### src/rtl/temp_pkg.sv
// Shared constants for the temperature monitor: default sizing and the
// alarm FSM state encoding.
package temp_pkg;

  localparam int DEF_WIDTH     = 8;
  localparam int DEF_AVG_LOG2  = 2;
  localparam int DEF_ALARM_CNT = 3;
  localparam int ACC_W         = DEF_WIDTH + DEF_AVG_LOG2;

  localparam logic [1:0] ST_NORMAL  = 2'd0;
  localparam logic [1:0] ST_PENDING = 2'd1;
  localparam logic [1:0] ST_ALARM   = 2'd2;

endpackage

### src/rtl/temp_avg.sv
// Non-overlapping block averager: sums 2^AVG_LOG2 valid samples and emits
// their truncated mean, restarting with no dead cycle between windows.
module temp_avg
  import temp_pkg::*;
#(
  parameter int WIDTH    = DEF_WIDTH,
  parameter int AVG_LOG2 = DEF_AVG_LOG2
) (
  input  logic             clk,
  input  logic             reset,
  input  logic [WIDTH-1:0] temp_in,
  input  logic             temp_valid,
  output logic [WIDTH-1:0] avg_out,
  output logic             avg_valid,
  output logic [WIDTH-1:0] avg_next,
  output logic             avg_done
);

  localparam int SUM_W = WIDTH + AVG_LOG2;
  localparam int CNT_W = (AVG_LOG2 > 0) ? AVG_LOG2 : 1;
  localparam logic [CNT_W-1:0] LAST_IDX = CNT_W'((1 << AVG_LOG2) - 1);

  logic [SUM_W-1:0] acc;
  logic [SUM_W-1:0] sum;
  logic [CNT_W-1:0] sample_cnt;

  assign sum      = acc + {{AVG_LOG2{1'b0}}, temp_in};
  assign avg_next = sum[SUM_W-1:AVG_LOG2];
  // avg_done/avg_next let the parent act on the average at the same edge it lands in avg_out
  assign avg_done = temp_valid && (sample_cnt == LAST_IDX);

  always_ff @(posedge clk) begin
    if (!reset) begin
      acc        <= '0;
      sample_cnt <= '0;
      avg_out    <= '0;
      avg_valid  <= 1'b0;
    end else begin
      avg_valid <= avg_done;
      if (avg_done) begin
        acc        <= '0;
        sample_cnt <= '0;
        avg_out    <= avg_next;
      end else if (temp_valid) begin
        acc        <= sum;
        sample_cnt <= sample_cnt + CNT_W'(1);
      end
    end
  end

endmodule

### src/rtl/temp_monitor.sv
// Temperature monitor: block averaging, min/max tracking of the averages and
// an over-temperature alarm with hysteresis and a persistence filter.
module temp_monitor
  import temp_pkg::*;
#(
  parameter int WIDTH     = DEF_WIDTH,
  parameter int AVG_LOG2  = DEF_AVG_LOG2,
  parameter int ALARM_CNT = DEF_ALARM_CNT
) (
  input  logic             clk,
  input  logic             reset,
  input  logic [WIDTH-1:0] temp_in,
  input  logic             temp_valid,
  input  logic [WIDTH-1:0] thr_hi,
  input  logic [WIDTH-1:0] thr_lo,
  input  logic             clr_minmax,
  output logic [WIDTH-1:0] avg_out,
  output logic             avg_valid,
  output logic             alarm,
  output logic [WIDTH-1:0] temp_max,
  output logic [WIDTH-1:0] temp_min
);

  localparam logic [3:0] CNT_TARGET = 4'(ALARM_CNT);

  logic [WIDTH-1:0] avg_next;
  logic             avg_done;
  logic [1:0]       state;
  logic [3:0]       persist_cnt;
  logic [3:0]       persist_inc;

  temp_avg #(
    .WIDTH    (WIDTH),
    .AVG_LOG2 (AVG_LOG2)
  ) u_avg (
    .clk        (clk),
    .reset      (reset),
    .temp_in    (temp_in),
    .temp_valid (temp_valid),
    .avg_out    (avg_out),
    .avg_valid  (avg_valid),
    .avg_next   (avg_next),
    .avg_done   (avg_done)
  );

  assign persist_inc = persist_cnt + 4'd1;

  always_ff @(posedge clk) begin
    if (!reset) begin
      state       <= ST_NORMAL;
      persist_cnt <= '0;
      alarm       <= 1'b0;
    end else if (avg_valid) begin
      case (state)
        ST_NORMAL: begin
          if (avg_out > thr_hi) begin
            persist_cnt <= 4'd1;
            if (ALARM_CNT == 1) begin
              state <= ST_ALARM;
              alarm <= 1'b1;
            end else begin
              state <= ST_PENDING;
            end
          end
        end
        ST_PENDING: begin
          if (avg_out > thr_hi) begin
            persist_cnt <= persist_inc;
            if (persist_inc == CNT_TARGET) begin
              state <= ST_ALARM;
              alarm <= 1'b1;
            end
          end else begin
            state       <= ST_NORMAL;
            persist_cnt <= '0;
          end
        end
        ST_ALARM: begin
          // Release uses the lower threshold so the flag does not chatter near thr_hi
          if (avg_out < thr_lo) begin
            state       <= ST_NORMAL;
            persist_cnt <= '0;
            alarm       <= 1'b0;
          end
        end
        default: begin
          state       <= ST_NORMAL;
          persist_cnt <= '0;
          alarm       <= 1'b0;
        end
      endcase
    end
  end

  // Trackers follow the average being written this edge, so a coincident clear drops it
  always_ff @(posedge clk) begin
    if (!reset) begin
      temp_max <= '0;
      temp_min <= '1;
    end else if (clr_minmax) begin
      temp_max <= '0;
      temp_min <= '1;
    end else if (avg_done) begin
      if (avg_next > temp_max) temp_max <= avg_next;
      if (avg_next < temp_min) temp_min <= avg_next;
    end
  end

endmodule

### config.mk
export PLATFORM = sky130hd
export DESIGN_NAME = temp_monitor
export DESIGN_NICKNAME = d
export VERILOG_FILES = /design/src/rtl/temp_pkg.sv /design/src/rtl/temp_avg.sv /design/src/rtl/temp_monitor.sv
export SDC_FILE = /design/constraint.sdc
export NUM_CORES = 1
export LEC_CHECK = 0
export ABC_AREA = 1
export CELL_PAD_IN_SITES_DETAIL_PLACEMENT = 0
export CELL_PAD_IN_SITES_GLOBAL_PLACEMENT = 1
export CORE_ASPECT_RATIO = 0.8
export CORE_MARGIN = 1.5
export CORE_UTILIZATION = 41
export CTS_CLUSTER_SIZE = 14
export DETAILED_ROUTE_END_ITERATION = 8
export PLACE_DENSITY = 0.95
export SYNTH_ARGS = -nofsm -noshare
export SYNTH_HDL_FRONTEND = slang
export SYNTH_SLANG_ARGS = --single-unit
### constraint.sdc
create_clock -name clk -period 8.2 [get_ports clk]
set_clock_uncertainty 0.1 [all_clocks]
set_input_delay 1.23 -clock clk [delete_from_list [all_inputs] [get_ports clk]]
set_output_delay 1.23 -clock clk [all_outputs]
set_load 0.03 [all_outputs]
==> results.md, run 1 <==
- Skew-Pair Late Insertion Delay: 0.30 ns
- Overflow after GRT: 0
- Reg clk slew, reported paths: 0.09 ns
- Post-CTS sizing: 0
- CP Max Fanout: 12
- Critical Path Start Type: primary input
- GP Congestion: 0.882
- PortBufs: 53
- ANT cells: 0
- Area leader, netlist: dfxtp_1
- Max VDD drop: 0.0740 mV
- Setup crit end: temp_max[1]
- Register share of total power: 39.7%
- Filler cells: 659
- Number of DRC markers in iteration 0: 100
- Layout overhead on the synthesized area: 25.1%
- Crit share post-route: 51.1%
- Row cnt: 27
- Placed Cells: 543
- Die width: 97.7 microns
- Fin Hold WS: 0.359 ns
- CTS root buffer: clkbuf_8
- CTS Buffer Depth: 2
- Finished Layout Cells: 550
- Vias in the first global route: 2489
- Setup_tns: 0 ns
- CTS tree: yes
- Switching Fraction: 29.9%
- Reg-to-reg endpoint: temp_max[1]
- R2R cell count: 17
- Synth Instances: 409
- Least-Margin Pin Slew: 0.962 ns
- Max cap viols: 0
- Hold-fix buffers, CTS: 0
- Setup bufs post-CTS: 0
- Hpwl dp: 5.33 mm
- Pwr dens: 154 nW/um^2
- Post-synth cell types: 36
- Comb power frac: 25.9%
- Placed cell areas: 3550 sq um
- First-pass GRT wire length: 11.8 mm
- Fmax: 239 MHz
- Synth Register Bits: 44
- CP arrival: 4.29 ns
- Max_slew headroom: 35.6%
- Initial Util: 42.5%
- Final Util: 53.1%
- Final wirelength: 6.98 mm
- Average cell area after synthesis: 7.19 sq um
- Sink Count: 44
- Reg2Reg Setup Slack: 5.04 ns
- GRT Total Usage: 19.0%
- # DRC: 0
- Status: finished, final reports clean
- Register area share after synthesis: 30.0%
- Main synth FF type: dfxtp_1
- RSZ-0062 raised after global routing: no
- Final setup viols: 0
- Post-synth EDFFs: 0
- DIE AREA: 7690 sq um
- Drt first pass iters: 5
- Yosys top cell area share: 30.0%
- Launch point of the critical path: temp_in[0]
- FF-to-FF Start: u_avg.acc[0]
- Design Area, Final: 3680 sq um
- Cts bufs inserted: 5
- Largest net degree at the start of global routing: 17
- Die outline height: 78.7 microns
- Post-route ant nets: 0
- Routed len/inst: 12.7 microns
- Net Sw Power: 0.170 mW
- Crit. End Element: flip-flop
- Ports: 54
- Pint: 0.398 mW
- Clock power share: 34.4%
- LEAKAGE: 1.87 nW
- Core Area: 6930 sq um
- Synth warn: 0
- Largest cells by area after synthesis: dfxtp_1, ha_1, nand2_1
- Fraction of layout cells with a size suffix above 1: 6.70%
- Critical Path RT: 8.31 ns
- Synth Cell Area: 2940 sq um
- CP Class: in -> reg
- Initial antenna violation count: 0
- Fin crit period: 4.19 ns
- Slew Viols, Final: 0
- Net count after synthesis: 479
- Final hold vios: 0
- Vias per inst: 4.92
- Min-Delay Path Class: reg -> reg
- Asr flop ratio synth: 0%
- H-tree levels: 2
- Final nets: 533
- Vias: 2708
## through the flow
stage | total power [mW] | worst slack, ns
CTS | 0.575 | 4.03
floorplan | 0.330 | 4.60
global route | 0.604 | 3.74
finish | 0.568 | 4.01
global placement | 0.372 | 3.78
detailed placement | 0.376 | 3.72
## worst min-delay path by stage
stage,start,end,cells after the start
3_5_place_dp,alarm,alarm,2
4_1_cts,alarm,alarm,2
5_1_grt,alarm,alarm,2
2_1_floorplan,u_avg.acc[0],u_avg.acc[0],2
6_report,alarm,alarm,2
3_3_place_gp,alarm,alarm,2
## cell families (layout without fill, tap and decap cells)
group	count (synthesis)	count (layout)	share of synthesized area, %
AOI/OAI and AO/OA	61	61	12.5
DFF	44	44	30.0
and+or+nand+nor	178	178	26.5
xor gates and xnor gates	7	7	2.85
buffers and inverters	77	131	10.1
adders and majority gates	42	42	18.1
## sequential cells by signal (all words and copies together) (netlist names)
register	cells
alarm	1
persist_cnt	4
state	2
temp_max	8
temp_min	8
u_avg.acc	10
u_avg.avg_out	8
u_avg.avg_valid	1
u_avg.sample_cnt	2
## metal layers
metal | GRT usage (%) | share of wire, % | routed length (microns) | up-vias
li1 | - | - | - | 1438
met1 | 27.8 | 51 | 3570 | 1204
met2 | 28.7 | 42 | 2920 | 59
met3 | 4.23 | 6.1 | 429 | 7
met4 | 3.86 | 0.85 | 59 | 0
met5 | 0 | 0 | 0 | -
## cell usage in the layout, fill, tap and decap left out, types with 12 or more instances in the layout
cell | synthesis | routed
dfxtp_1 | 44 | 44
nand4_1 | 12 | 12
nand2_1 | 90 | 90
ha_1 | 41 | 41
clkdlybuf4s50_1 | 0 | 53
nor2_1 | 45 | 45
o21ai_1 | 13 | 13
inv_1 | 62 | 62
a21oi_1 | 26 | 26
nand3_1 | 17 | 17
## synthesized netlist by cell type, types with 4 or more instances
master	number
a21oi_1	26
inv_2	8
dfxtp_1	44
nor3_1	4
o21ai_1	13
nand4_1	12
nand3_1	17
a22o_1	6
nor2_1	45
inv_1	62
nand2_1	90
nand2_2	5
ha_1	41
## cell type report
type | instances | area (sq um) | share of cell area, %
multi-input cells | 288 | 1760 | 47.9
flip-flops and latches | 44 | 881 | 23.9
repair buffers | 53 | 531 | 14.4
inverters | 71 | 269 | 7.31
well taps | 87 | 109 | 2.96
clock buffers | 5 | 68.8 | 1.87
clock inverters | 2 | 60.1 | 1.63
## power by group through the flow
stage	combinational (mW)	sequential, mW	clock, mW
floorplan	0.0993	0.231	0
global placement	0.142	0.230	0
detailed placement	0.145	0.231	0
CTS	0.147	0.226	0.202
global route	0.166	0.226	0.211
finish	0.147	0.226	0.195
## worst max-delay path, stage by stage
cell	delay (ns)
clkdlybuf4s50_1	0.40
ha_1	0.25
fa_1	0.44
nand3_1	0.11
nand2_1	0.10
nand3_1	0.11
nand2_1	0.06
nand2_1	0.06
nand2_1	0.19
ha_1	0.36
nand2_1	0.07
nor2_1	0.04
a211oi_1	0.21
o21ai_1	0.11
nand2_1	0.30
inv_2	0.11
nor2_1	0.10
nor2_1	0.05
(Power assumes the default switching activity.)
==> inputs of run 2 (changes only) <==
--- a/config.mk
+++ b/config.mk
@@ -10,10 +10,10 @@
 export CELL_PAD_IN_SITES_GLOBAL_PLACEMENT = 1
 export CORE_ASPECT_RATIO = 0.8
 export CORE_MARGIN = 1.5
-export CORE_UTILIZATION = 41
+export CORE_UTILIZATION = 38
 export CTS_CLUSTER_SIZE = 14
 export DETAILED_ROUTE_END_ITERATION = 8
-export PLACE_DENSITY = 0.95
+export PLACE_DENSITY = 0.91
 export SYNTH_ARGS = -nofsm -noshare
 export SYNTH_HDL_FRONTEND = slang
 export SYNTH_SLANG_ARGS = --single-unit
==> constraint.sdc (replaced) <==
create_clock -name clk -period 4.14 [get_ports clk]
set_clock_uncertainty 0.1 [all_clocks]
set_input_delay 0.621 -clock clk [delete_from_list [all_inputs] [get_ports clk]]
set_output_delay 0.621 -clock clk [all_outputs]
set_load 0.03 [all_outputs]
==> run 2 against run 1 <==
  * Critical endpoint is now temp_max[2]
  * Sequential power increased by 97%
  * Largest cell class unchanged
  * Hold slack improved by 0.012 ns
  * Largest power group unchanged
  * Combinational power increased by 110%
  * Worst setup slack got worse by 3.4 ns
  * Critical path type unchanged
  * Highest routed layer unchanged
  * Clock power increased by 42%
==> results.md, run 2 (synthesis results as in run 1) <==
- Status: finished, final reports clean
- Comb power frac: 29.8% (+3.9 points)
- Placed cell areas: 3600 sq um (+1.3%)
- Cts bufs inserted: 5 (unchanged)
- Largest net degree at the start of global routing: 17 (unchanged)
- Ports: 54 (unchanged)
- CP Class: in -> reg
- RSZ-0062 raised after global routing: no
- Largest register FFs: 10 (unchanged)
- CTS root buffer: clkbuf_8
- Crit share post-route: 85.4%
- Biggest register: u_avg.acc
- WP buf/inv: 2 (unchanged)
- Skew-Pair Late Insertion Delay: 0.31 ns (about the same)
- Die outline height: 81.7 microns (+3.7%)
- Pwr dens: 280 nW/um^2 (+81%)
- Initial antenna violation count: 0 (unchanged)
- Vias in the first global route: 2546 (+2.3%)
- Final hold vios: 0 (unchanged)
- Sink Count: 44 (unchanged)
- Design Area, Final: 3680 sq um (+0.10%)
- GRT Total Usage: 18.9% (-0.11 points)
- Reg clk slew, reported paths: 0.09 ns (about the same)
- Register share of total power: 43.3% (+3.6 points)
- GR Layer Usage met1: 27.4% (-0.42 points)
- Min-Delay Path Class: reg -> reg
- Worst path top cell family by delay: simple AND/OR/NAND/NOR gates
- Commonest non-fill, non-tap cell in the layout: nand2_1
- Overflow after GRT: 0 (unchanged)
- Reg2Reg Setup Slack: 1.02 ns (-4.02 ns)
- Pint: 0.677 mW (+70%)
- Vias per inst: 4.71 (-4.3%)
- # DRC: 0 (unchanged)
- CTS tree: yes
- CP cell instances: clkdlybuf4s50_1, ha_1, fa_1, nand3_1, nand2_1, nand3_1, nand2_1, nand2_1, nand2_1, ha_1, nand4_1, nor3_1, nor2_1, nand2_1, inv_2, nor2_1, nor2_1
- Layout overhead on the synthesized area: 25.3%
- Met2 Track Usage GR: 28.7% (-0.092 points)
- Hpwl dp: 5.64 mm (+5.8%)
- Least-Margin Pin Slew: 1.01 ns (+0.0513 ns)
- CP max-delay cell: fa_1
- CP arrival: 3.64 ns (-0.65 ns)
- Slowest stage delay, CP: 0.43 ns (about the same)
- Fraction of layout cells with a size suffix above 1: 7.49% (+0.80 points)
- Slew Viols, Final: 0 (unchanged)
- Commonest cells after routing, fill and taps aside: nand2_1, inv_1, clkdlybuf4s50_1
- Post-CTS sizing: 0 (unchanged)
- DIE AREA: 8280 sq um (+7.6%)
- Net Sw Power: 0.353 mW (+110%)
- Drt first pass iters: 4 (-1)
- Row cnt: 28 (+3.7%)
- Setup bufs post-CTS: 0 (unchanged)
- CP Max Fanout: 12 (unchanged)
- Fin crit period: 3.54 ns
- Top Usage Layer GRT: met2
- GR Layer Usage met3: 3.83% (-0.40 points)
- Hold-fix buffers, CTS: 0 (unchanged)
- H-tree levels: 2 (unchanged)
- Initial Util: 39.4% (-3.1 points)
- Max cap viols: 0 (unchanged)
- Routed len/inst: 12.8 microns (+0.58%)
- Max VDD drop: 0.156 mV (+110%)
- Filler cells: 757 (+15%)
- Number of DRC markers in iteration 0: 137 (+37%)
- Fmax: 283 MHz
- GP Congestion: 0.837 (-5.2%)
- Critical Path RT: 4.24 ns (-4.07 ns)
- Final nets: 536 (+0.56%)
- CTS Buffer Depth: 2 (unchanged)
- Cell mode on critical path: nand2_1
- Switching Fraction: 34.3% (+4.3 points)
- Final setup viols: 0 (unchanged)
- Vias: 2696 (-0.44%)
- Die width: 101 microns (+3.8%)
- Setup_tns: 0 ns (unchanged)
- First-pass GRT wire length: 12.2 mm (+3.6%)
- PortBufs: 53 (unchanged)
- Final wirelength: 7.30 mm (+4.6%)
- Post-route ant nets: 0 (unchanged)
- Clock power share: 26.9% (-7.5 points)
- LEAKAGE: 1.87 nW (about the same)
- Core Area: 7460 sq um (+7.8%)
- Max_slew headroom: 32.2% (-3.4 points)
- ANT cells: 0 (unchanged)
- Critical Path Start Type: primary input
- Crit. End Element: flip-flop
## run 2: cell count changes in the layout (fill, tap and decap cells not counted), sizes merged
cell    change
buf         +3
clkinv      +3
bufinv      -2
## run 2: routing by layer
metal,vias to the layer above,routed length [microns]
li1,1434,-
met1,1197,3780
met2,56,3000
met3,9,437
met4,0,85
met5,-,0
## run 2: through the flow
step	util, %	setup WS, ns	std cells	hold slack [ns]	total power [mW]
final	49.4	0.604	572	0.371	1.03
after global routing	49.4	0.299	572	0.388	1.10
after CTS	49.4	0.608	572	0.372	1.03
after detailed placement	48.2	0.294	564	0.358	0.761
after global placement	48.2	0.308	564	0.352	0.752
after floorplan	-	1.15	409	0.345	0.654
## run 2: path summary, 6_finish.rpt
path	cells past startpoint	endpoint	from
setup reg to reg	16	temp_max[2]	u_avg.acc[0]
hold reg to reg	2	alarm	alarm
hold / removal	2	alarm	alarm
setup / recovery	17	temp_max[2]	temp_in[0]
## run 2: cell type report
cell class / instances / area, sq um / share of cell area, %
clock buffer: 5 / 68.8 / 1.87
clock inverter: 3 / 18.8 / 0.510
inverter: 71 / 269 / 7.30
multi-input combinational: 288 / 1760 / 47.8
sequential: 44 / 881 / 23.9
tap: 105 / 131 / 3.57
timing repair buffer: 56 / 553 / 15.0
## run 2: power groups by stage
stage | logic, mW | clock network (mW) | registers [mW]
6_report | 0.307 | 0.277 | 0.446
5_1_grt | 0.347 | 0.303 | 0.448
4_1_cts | 0.306 | 0.280 | 0.447
3_5_place_dp | 0.305 | 0 | 0.457
3_3_place_gp | 0.296 | 0 | 0.456
2_1_floorplan | 0.197 | 0 | 0.458
## run 2: worst reg2reg max path, cell delays in order (launching register included)
cell and delay (ns):
dfxtp_1 0.32, ha_1 0.22, fa_1 0.43, nand3_1 0.11, nand2_1 0.11, nand3_1 0.11
nand2_1 0.06, nand2_1 0.06, nand2_1 0.18, ha_1 0.38, nand4_1 0.13, nor3_1 0.15
nor2_1 0.06, nand2_1 0.30, inv_2 0.11, nor2_1 0.10, nor2_1 0.05
